==> src/rtl/lcd_pkg.sv <==
// rtl/lcd_pkg.sv - shared states, HD44780 constants and load helpers for the LCD write controller
package lcd_pkg;

   typedef enum logic [2:0] {
      PWR_WAIT,
      INIT_NIB,
      INIT_WAIT,
      IDLE,
      HI_NIB,
      GAP,
      LO_NIB,
      POST_WAIT
   } lcd_state_t;

   typedef enum logic [1:0] {
      PH_IDLE,
      PH_SETUP,
      PH_STROBE,
      PH_HOLD
   } strobe_phase_t;

   localparam logic [3:0] INIT_NIB_8BIT = 4'h3;
   localparam logic [3:0] INIT_NIB_4BIT = 4'h2;

   localparam logic [7:0] CMD_CLEAR    = 8'h01;
   localparam logic [7:0] CMD_HOME     = 8'h02;
   localparam logic [7:0] CMD_HOME_ALT = 8'h03;

   localparam logic LCD_RW_WRITE = 1'b0;

   // A phase of N cycles loads N-1 and leaves on zero; N=0 still lasts one cycle.
   function automatic int load_val(input int cycles);
      return (cycles > 0) ? cycles - 1 : 0;
   endfunction

   function automatic logic is_long_cmd(input logic [7:0] code);
      return (code == CMD_CLEAR) || (code == CMD_HOME) || (code == CMD_HOME_ALT);
   endfunction

endpackage

==> src/rtl/lcd_nibble_strobe.sv <==
// rtl/lcd_nibble_strobe.sv - one setup / E-high / hold strobe of a 4-bit nibble onto the LCD pins
module lcd_nibble_strobe
   import lcd_pkg::*;
#(
   parameter int SETUP_CYCLES = 2,
   parameter int E_CYCLES     = 12,
   parameter int HOLD_CYCLES  = 2,
   parameter int CNT_W        = 20
) (
   input  logic       Clock,
   input  logic       Reset,
   input  logic       iStart,
   input  logic [3:0] iNibble,
   input  logic       iRS,
   output logic       oDone,
   output logic       oLCD_E,
   output logic       oLCD_RS,
   output logic [3:0] oLCD_Data
);

   localparam logic [CNT_W-1:0] CNT_ONE  = CNT_W'(1);
   localparam logic [CNT_W-1:0] SETUP_LD = CNT_W'(load_val(SETUP_CYCLES));
   localparam logic [CNT_W-1:0] E_LD     = CNT_W'(load_val(E_CYCLES));
   localparam logic [CNT_W-1:0] HOLD_LD  = CNT_W'(load_val(HOLD_CYCLES));

   strobe_phase_t    phase, phase_next;
   logic [CNT_W-1:0] cnt, cnt_next;
   logic             e_next;

   always_comb begin
      phase_next = phase;
      cnt_next   = cnt;
      e_next     = 1'b0;
      if (iStart) begin
         phase_next = PH_SETUP;
         cnt_next   = SETUP_LD;
      end else begin
         case (phase)
            PH_SETUP: begin
               if (cnt == '0) begin
                  phase_next = PH_STROBE;
                  cnt_next   = E_LD;
                  e_next     = 1'b1;
               end else begin
                  cnt_next = cnt - CNT_ONE;
               end
            end
            PH_STROBE: begin
               if (cnt == '0) begin
                  phase_next = PH_HOLD;
                  cnt_next   = HOLD_LD;
               end else begin
                  cnt_next = cnt - CNT_ONE;
                  e_next   = 1'b1;
               end
            end
            PH_HOLD: begin
               if (cnt == '0) begin
                  phase_next = PH_IDLE;
               end else begin
                  cnt_next = cnt - CNT_ONE;
               end
            end
            default: ;
         endcase
      end
   end

   // RS and data are latched only on start, so they persist after the hold phase.
   always_ff @(posedge Clock) begin
      if (Reset) begin
         phase     <= PH_IDLE;
         cnt       <= '0;
         oLCD_E    <= 1'b0;
         oLCD_RS   <= 1'b0;
         oLCD_Data <= 4'h0;
      end else begin
         phase  <= phase_next;
         cnt    <= cnt_next;
         oLCD_E <= e_next;
         if (iStart) begin
            oLCD_RS   <= iRS;
            oLCD_Data <= iNibble;
         end
      end
   end

   assign oDone = (phase == PH_HOLD) && (cnt == '0);

endmodule

==> src/rtl/lcd_write_ctrl.sv <==
// rtl/lcd_write_ctrl.sv - byte-wide HD44780 4-bit write controller
// Optional power-on init sequence: LCD_WRITE_CTRL_POWERON_INIT_EN.
module lcd_write_ctrl
   import lcd_pkg::*;
#(
   parameter int SETUP_CYCLES     = 2,
   parameter int E_CYCLES         = 12,
   parameter int HOLD_CYCLES      = 2,
   parameter int GAP_CYCLES       = 50,
   parameter int WAIT_CYCLES      = 2000,
   parameter int LONG_WAIT_CYCLES = 82000,
   parameter int POWERON_CYCLES   = 750000,
   parameter int CNT_W            = 20
) (
   input  logic       Clock,
   input  logic       Reset,
   input  logic       iValid,
   input  logic [7:0] iData,
   input  logic       iIsCommand,
   output logic       oReady,
   output logic       oBusy,
   output logic       oLCD_E,
   output logic       oLCD_RS,
   output logic       oLCD_RW,
   output logic [3:0] oLCD_Data
);

   localparam logic [CNT_W-1:0] CNT_ONE = CNT_W'(1);
   localparam logic [CNT_W-1:0] GAP_LD  = CNT_W'(load_val(GAP_CYCLES));
   localparam logic [CNT_W-1:0] WAIT_LD = CNT_W'(load_val(WAIT_CYCLES));
   localparam logic [CNT_W-1:0] LONG_LD = CNT_W'(load_val(LONG_WAIT_CYCLES));
`ifdef LCD_WRITE_CTRL_POWERON_INIT_EN
   localparam logic [CNT_W-1:0] PWR_LD       = CNT_W'(load_val(POWERON_CYCLES));
   localparam logic [CNT_W-1:0] INIT_LONG_LD = CNT_W'(load_val(LONG_WAIT_CYCLES * 5 / 2));
   localparam logic [CNT_W-1:0] INIT_MID_LD  = CNT_W'(load_val(WAIT_CYCLES * 5 / 2));
`endif

   lcd_state_t       state, state_next;
   logic [CNT_W-1:0] cnt, cnt_next;
   logic [3:0]       lo_nib_q;
   logic             rs_q;
   logic             long_q;
   logic             accept;
   logic             start;
   logic [3:0]       start_nib;
   logic             start_rs;
   logic             done;
`ifdef LCD_WRITE_CTRL_POWERON_INIT_EN
   logic [1:0]       init_idx, init_idx_next;
`endif

   assign accept = (state == IDLE) && oReady && iValid;

   always_comb begin
      state_next = state;
      cnt_next   = cnt;
      start      = 1'b0;
      start_nib  = lo_nib_q;
      start_rs   = rs_q;
`ifdef LCD_WRITE_CTRL_POWERON_INIT_EN
      init_idx_next = init_idx;
`endif
      case (state)
         IDLE: begin
            if (accept) begin
               state_next = HI_NIB;
               start      = 1'b1;
               start_nib  = iData[7:4];
               start_rs   = !iIsCommand;
            end
         end
         HI_NIB: begin
            if (done) begin
               state_next = GAP;
               cnt_next   = GAP_LD;
            end
         end
         GAP: begin
            if (cnt == '0) begin
               state_next = LO_NIB;
               start      = 1'b1;
            end else begin
               cnt_next = cnt - CNT_ONE;
            end
         end
         LO_NIB: begin
            if (done) begin
               state_next = POST_WAIT;
               cnt_next   = long_q ? LONG_LD : WAIT_LD;
            end
         end
         POST_WAIT: begin
            if (cnt == '0) begin
               state_next = IDLE;
            end else begin
               cnt_next = cnt - CNT_ONE;
            end
         end
`ifdef LCD_WRITE_CTRL_POWERON_INIT_EN
         PWR_WAIT: begin
            if (cnt == '0) begin
               state_next    = INIT_NIB;
               start         = 1'b1;
               start_nib     = INIT_NIB_8BIT;
               start_rs      = 1'b0;
               init_idx_next = 2'd0;
            end else begin
               cnt_next = cnt - CNT_ONE;
            end
         end
         INIT_NIB: begin
            if (done) begin
               state_next = INIT_WAIT;
               case (init_idx)
                  2'd0:    cnt_next = INIT_LONG_LD;
                  2'd1:    cnt_next = INIT_MID_LD;
                  default: cnt_next = WAIT_LD;
               endcase
            end
         end
         INIT_WAIT: begin
            if (cnt != '0) begin
               cnt_next = cnt - CNT_ONE;
            end else if (init_idx == 2'd3) begin
               state_next = IDLE;
            end else begin
               // Three 8-bit wake-ups, then the switch into 4-bit mode.
               state_next    = INIT_NIB;
               start         = 1'b1;
               start_nib     = (init_idx == 2'd2) ? INIT_NIB_4BIT : INIT_NIB_8BIT;
               start_rs      = 1'b0;
               init_idx_next = init_idx + 2'd1;
            end
         end
`endif
         default: state_next = IDLE;
      endcase
   end

   always_ff @(posedge Clock) begin
      if (Reset) begin
`ifdef LCD_WRITE_CTRL_POWERON_INIT_EN
         state    <= PWR_WAIT;
         cnt      <= PWR_LD;
         init_idx <= 2'd0;
`else
         state    <= IDLE;
         cnt      <= '0;
`endif
         oReady   <= 1'b0;
         oBusy    <= 1'b1;
         oLCD_RW  <= LCD_RW_WRITE;
         lo_nib_q <= 4'h0;
         rs_q     <= 1'b0;
         long_q   <= 1'b0;
      end else begin
         state   <= state_next;
         cnt     <= cnt_next;
         oReady  <= (state_next == IDLE);
         oBusy   <= (state_next != IDLE);
         oLCD_RW <= LCD_RW_WRITE;
`ifdef LCD_WRITE_CTRL_POWERON_INIT_EN
         init_idx <= init_idx_next;
`endif
         if (accept) begin
            lo_nib_q <= iData[3:0];
            rs_q     <= !iIsCommand;
            long_q   <= iIsCommand && is_long_cmd(iData);
         end
      end
   end

   lcd_nibble_strobe #(
      .SETUP_CYCLES (SETUP_CYCLES),
      .E_CYCLES     (E_CYCLES),
      .HOLD_CYCLES  (HOLD_CYCLES),
      .CNT_W        (CNT_W)
   ) u_strobe (
      .Clock     (Clock),
      .Reset     (Reset),
      .iStart    (start),
      .iNibble   (start_nib),
      .iRS       (start_rs),
      .oDone     (done),
      .oLCD_E    (oLCD_E),
      .oLCD_RS   (oLCD_RS),
      .oLCD_Data (oLCD_Data)
   );

endmodule

==> config.mk <==
export PLATFORM = sky130hd
export DESIGN_NAME = lcd_write_ctrl
export DESIGN_NICKNAME = d
export VERILOG_FILES = /design/src/rtl/lcd_pkg.sv /design/src/rtl/lcd_nibble_strobe.sv /design/src/rtl/lcd_write_ctrl.sv
export SDC_FILE = /design/constraint.sdc
export NUM_CORES = 1
export LEC_CHECK = 0
export BUFFER_PORTS_ARGS = -buffer_cell sky130_fd_sc_hd__buf_4
export CAP_MARGIN = 20
export CORE_MARGIN = 3
export CORE_UTILIZATION = 62
export CTS_BUF_LIST = sky130_fd_sc_hd__clkbuf_8
export CTS_CLUSTER_SIZE = 30
export DETAILED_ROUTE_END_ITERATION = 8
export GPL_TIMING_DRIVEN = 1
export MAX_ROUTING_LAYER = met4
export PLACE_DENSITY = 0.85
export SETUP_SLACK_MARGIN = 0.3
export SKIP_CTS_REPAIR_TIMING = 1
export SYNTH_ARGS = -nofsm -noshare
export SYNTH_HDL_FRONTEND = slang
export SYNTH_SLANG_ARGS = --single-unit
==> constraint.sdc <==
create_clock -name Clock -period 3.2 [get_ports Clock]
set_input_delay 0.32 -clock Clock [delete_from_list [all_inputs] [get_ports Clock]]
set_output_delay 0.32 -clock Clock [all_outputs]
set_load 0.01 [all_outputs]
==> summary by stage <==
STA
Setup violations remaining at the end of the flow were counted as 0. The smallest clock period supported by the final layout is computed as 2.79 ns. Hold timing on the final database bottoms out at a slack of 0.234 ns. The hold violation total from the final report is 0. Setup repair after global routing left no endpoint under its margin. The slew at the pin closest to its max-slew limit is 0.679 ns.

The sum of negative setup slack is 0 ns. The ratio of final minimum period to clock period is 87.3%. The relative slew slack is 54.3%. Based on the critical path, the design can be clocked at up to 358 MHz. The post-route clock skew is 0.00618 ns. Once routing completed, OpenROAD measured the worst setup slack at 0.407 ns. The number of max-slew violations in the final report came to 0.

Logic synthesis
The register bit total from synthesis is 59. Counting every instance in the synthesized netlist gives 368. The number of distinct library cells after synthesis is 56. The mean instance size in the synthesized netlist is 7.98 um^2. The net count of the mapped netlist is 382. Of all flip-flops after synthesis, the portion carrying an async set or reset was 0%. Yosys mapped a number of flops with a built-in enable equal to 0.

The sequential fraction of the synthesis area is 40.2%. The Yosys step of the flow raised 0 warnings. The leading register cell type out of synthesis is dfxtp_1.

The post-synthesis instance area is 0.00294 mm^2.

Layout
The multi-input gate area in the final layout is 0.00165 mm^2. The number of antenna diodes in the final layout is 0. Counting the fill cells in the layout gives 327. The fraction of layout instances using a drive strength above 1 is 15.5%. Registers take 0.00118 mm^2. The library cell used most frequently in the layout, excluding fill and tap cells, is dfxtp_1. The library cells used most frequently in the layout, excluding fill and tap cells, are dfxtp_1, nor2_1, nand2_1, a21oi_1, buf_4. The number of nets in the finished design is 409.

From synthesis to final layout, the design area changed by 13.9%.

Power
Overall power consumption after layout is estimated at 3.82 mW. The fraction of power spent switching nets is 46.0%. The peak ir drop on the vdd network is 0.000663 V. The clock network power share is 16.1%. Per report_power, the combinational group accounts for 54.9% of the total. In this run the power spent charging and discharging nets is 1.76 mW. Power spread over the standard cell area amounts to 1140 mW/mm^2.

The internal power summed over all cells is 2.06 mW. The share of total power dissipated in sequential elements is 29.0%. The leakage power is 1.24 nW.

CTS
The number of clock buffers added by TritonCTS is 9. For this design, the sink count on the clock tree is 59. TritonCTS built the clock tree.

The clock latency on the worst-skew pair is 0.34 ns. The cell chosen for the clock root is clkbuf_8. The H-tree was split into 3 levels. After clock tree synthesis, the clock-pin slew on the worst setup and hold paths is 0.06 ns. In this run the deepest clock path goes through 2 buffers.

Global route
For this run the aggregate overflow at the end of global routing stands at 0. The first global-routing pass estimated 11.6 mm of wire. The number of global-route vias before repair is 2523.

The initial antenna violation count is 0. The combined global-route utilization of all metal layers is 27.7%. Entering global routing, the biggest net connects 23 pins.

Setup path
Data arrives at the worst endpoint at 3.06 ns. The critical path data required time is 3.47 ns. The worst setup path is launched from a flop. In this run the worst path has a maximum fanout of 6.

The critical path is of the flop to flop type. The element type at the critical path end is a flop. The worst-case reg-to-reg path depth is 8.

Floorplan
The placeable core region is 0.00447 mm^2. From bottom edge to top edge, the die measures 74.8 um. The effective utilization at floorplan is 65.6%.

The horizontal extent of the die is 74.8 um. The die area is 0.00560 mm^2. The I/O pin count is 21. The number of core rows is 24.

Route
The average via count per standard cell is 6.32. Summed over all nets, wire length on met2 after detailed routing comes to 3.10 mm. The detailed router placed 2851 vias in this run. In the final routed layout, each cell accounts on average for 15.1 um. For this block, wires on met1 add up to 3.06 mm.

The detail route stage leaves a number of antenna-violating nets equal to 0. The highest metal layer with signal wires is met4. The starting DRC count in detailed routing is 259. The final layout contains routed wiring with a total length of 6.82 mm. After detailed routing, the number of remaining DRC violations is 0.

Before antenna repair, the detailed router went through 4 iterations. The routed design uses 525 um of met3 wire.

Status
The flow ran to the end, and the final reports show no timing, DRC or antenna violations.

Worst hold path
The class of the worst hold path is input port to flop. The number of cells on the worst hold path is 3.

Placement
The final HPWL from detailed placement is 4.85 mm. The setup slack at placement is 0.317 ns. Routability-driven placement finished with a final weighted congestion of 0.929. Buffers placed on the I/O ports in this run total 19.

Run
The tool flagged a number of max-cap violations equal to 0.
[metrics by stage]
step,std cells,instance area (um^2),util (%)
4_1_cts,449,3330,74.4
5_1_grt,451,3340,74.7
2_1_floorplan,368,2940,-
6_report,451,3340,74.7
3_3_place_gp,434,3150,70.4
3_5_place_dp,434,3150,70.4
[flip-flops by register name (all words and copies together), names as in the netlist]
signal and count:
state 3, u_strobe.oLCD_E 1, u_strobe.oLCD_RS 1, u_strobe.phase 2, u_strobe.oLCD_Data 4, oBusy 1
oReady 1, rs_q 1, cnt 20, lo_nib_q 4, long_q 1, u_strobe.cnt 20
[synth_stat cells (2+ instances only)]
master / instances / area share [%]
o2111ai_1: 2 / 0.60
a311oi_1: 5 / 1.5
o31a_1: 2 / 0.60
inv_1: 9 / 1.2
or3_1: 6 / 1.3
a31oi_1: 5 / 1.1
nand3b_1: 3 / 0.77
dfxtp_1: 59 / 40
a22oi_1: 5 / 1.3
nand2b_1: 4 / 0.85
nand2_1: 44 / 5.6
buf_4: 2 / 0.51
and2_1: 4 / 0.85
nand3_1: 8 / 1.4
nor4b_1: 4 / 1.2
a21oi_1: 41 / 7.0
o211ai_1: 3 / 0.77
nor3_1: 9 / 1.5
or2_2: 5 / 1.1
nor4_1: 12 / 2.6
xor2_1: 4 / 1.2
xnor2_1: 2 / 0.60
nor3b_1: 2 / 0.51
mux2i_1: 3 / 1.0
clkbuf_1: 12 / 1.5
nand4b_1: 3 / 0.89
nand4_1: 2 / 0.43
or4_4: 4 / 1.5
o21ai_0: 20 / 3.4
a211oi_1: 4 / 1.0
and3_1: 2 / 0.43
o311ai_0: 3 / 0.89
or4_1: 3 / 0.77
nor2_1: 46 / 5.9
ha_1: 2 / 0.85
o31ai_1: 4 / 1.0
[worst max-delay path, stage by stage (launching register included)]
cell and delay, ns:
dfxtp_1 0.34, inv_1 0.07, ha_2 0.19, or4b_4 0.48, or4_4 0.47, nor4_4 0.45
nor2_2 0.07, or4b_1 0.50, a21oi_1 0.15
[cell families after synthesis]
kind of cell	share of synthesized area, %
multiplexers	1.02
other	0.128
AND/OR/NAND/NOR	31.2
XOR/XNOR	1.79
buffers and inverters	3.58
adder cells (fa/ha/maj)	0.852
AO/OA/AOI/OAI	21.2
flip-flops	40.2
[per-layer routing]
layer  global-route usage (%)  up-vias
li1                         -     1415
met1                     37.4     1325
met2                     40.0      102
met3                     4.54        9
met4                     14.0        0
met5                        -        -
[power by group through the flow]
stage / Sequential (mW) / Clock, mW / Combinational (mW)
after CTS: 1.10 / 0.622 / 2.07
after detailed placement: 1.11 / 0 / 2.05
after floorplan: 1.04 / 0 / 1.56
final: 1.11 / 0.614 / 2.10
after global routing: 1.13 / 0.646 / 2.33
after global placement: 1.10 / 0 / 2.01
[final timing paths]
check,startpoint,to,slack (ns)
max,u_strobe.cnt[0]$_SDFFE_PP0P_,cnt[17]$_SDFFE_PP0P_,0.41
min reg2reg,lo_nib_q[2]$_SDFFE_PP0P_,lo_nib_q[2]$_SDFFE_PP0P_,0.45
max reg2reg,u_strobe.cnt[0]$_SDFFE_PP0P_,cnt[17]$_SDFFE_PP0P_,0.41
min,iData[3],lo_nib_q[3]$_SDFFE_PP0P_,0.23
[layout make-up]
class                           count  area share (%)
Inverter                            9            1.01
Clock buffer                       12            4.94
Clock inverter                      3           0.412
Sequential cell                    59            35.3
Timing Repair Buffer               31            6.96
Multi-Input combinational cell    285            49.4
Tap cell                           52            1.95
No activity file was read; power rests on OpenSTA's default activity.
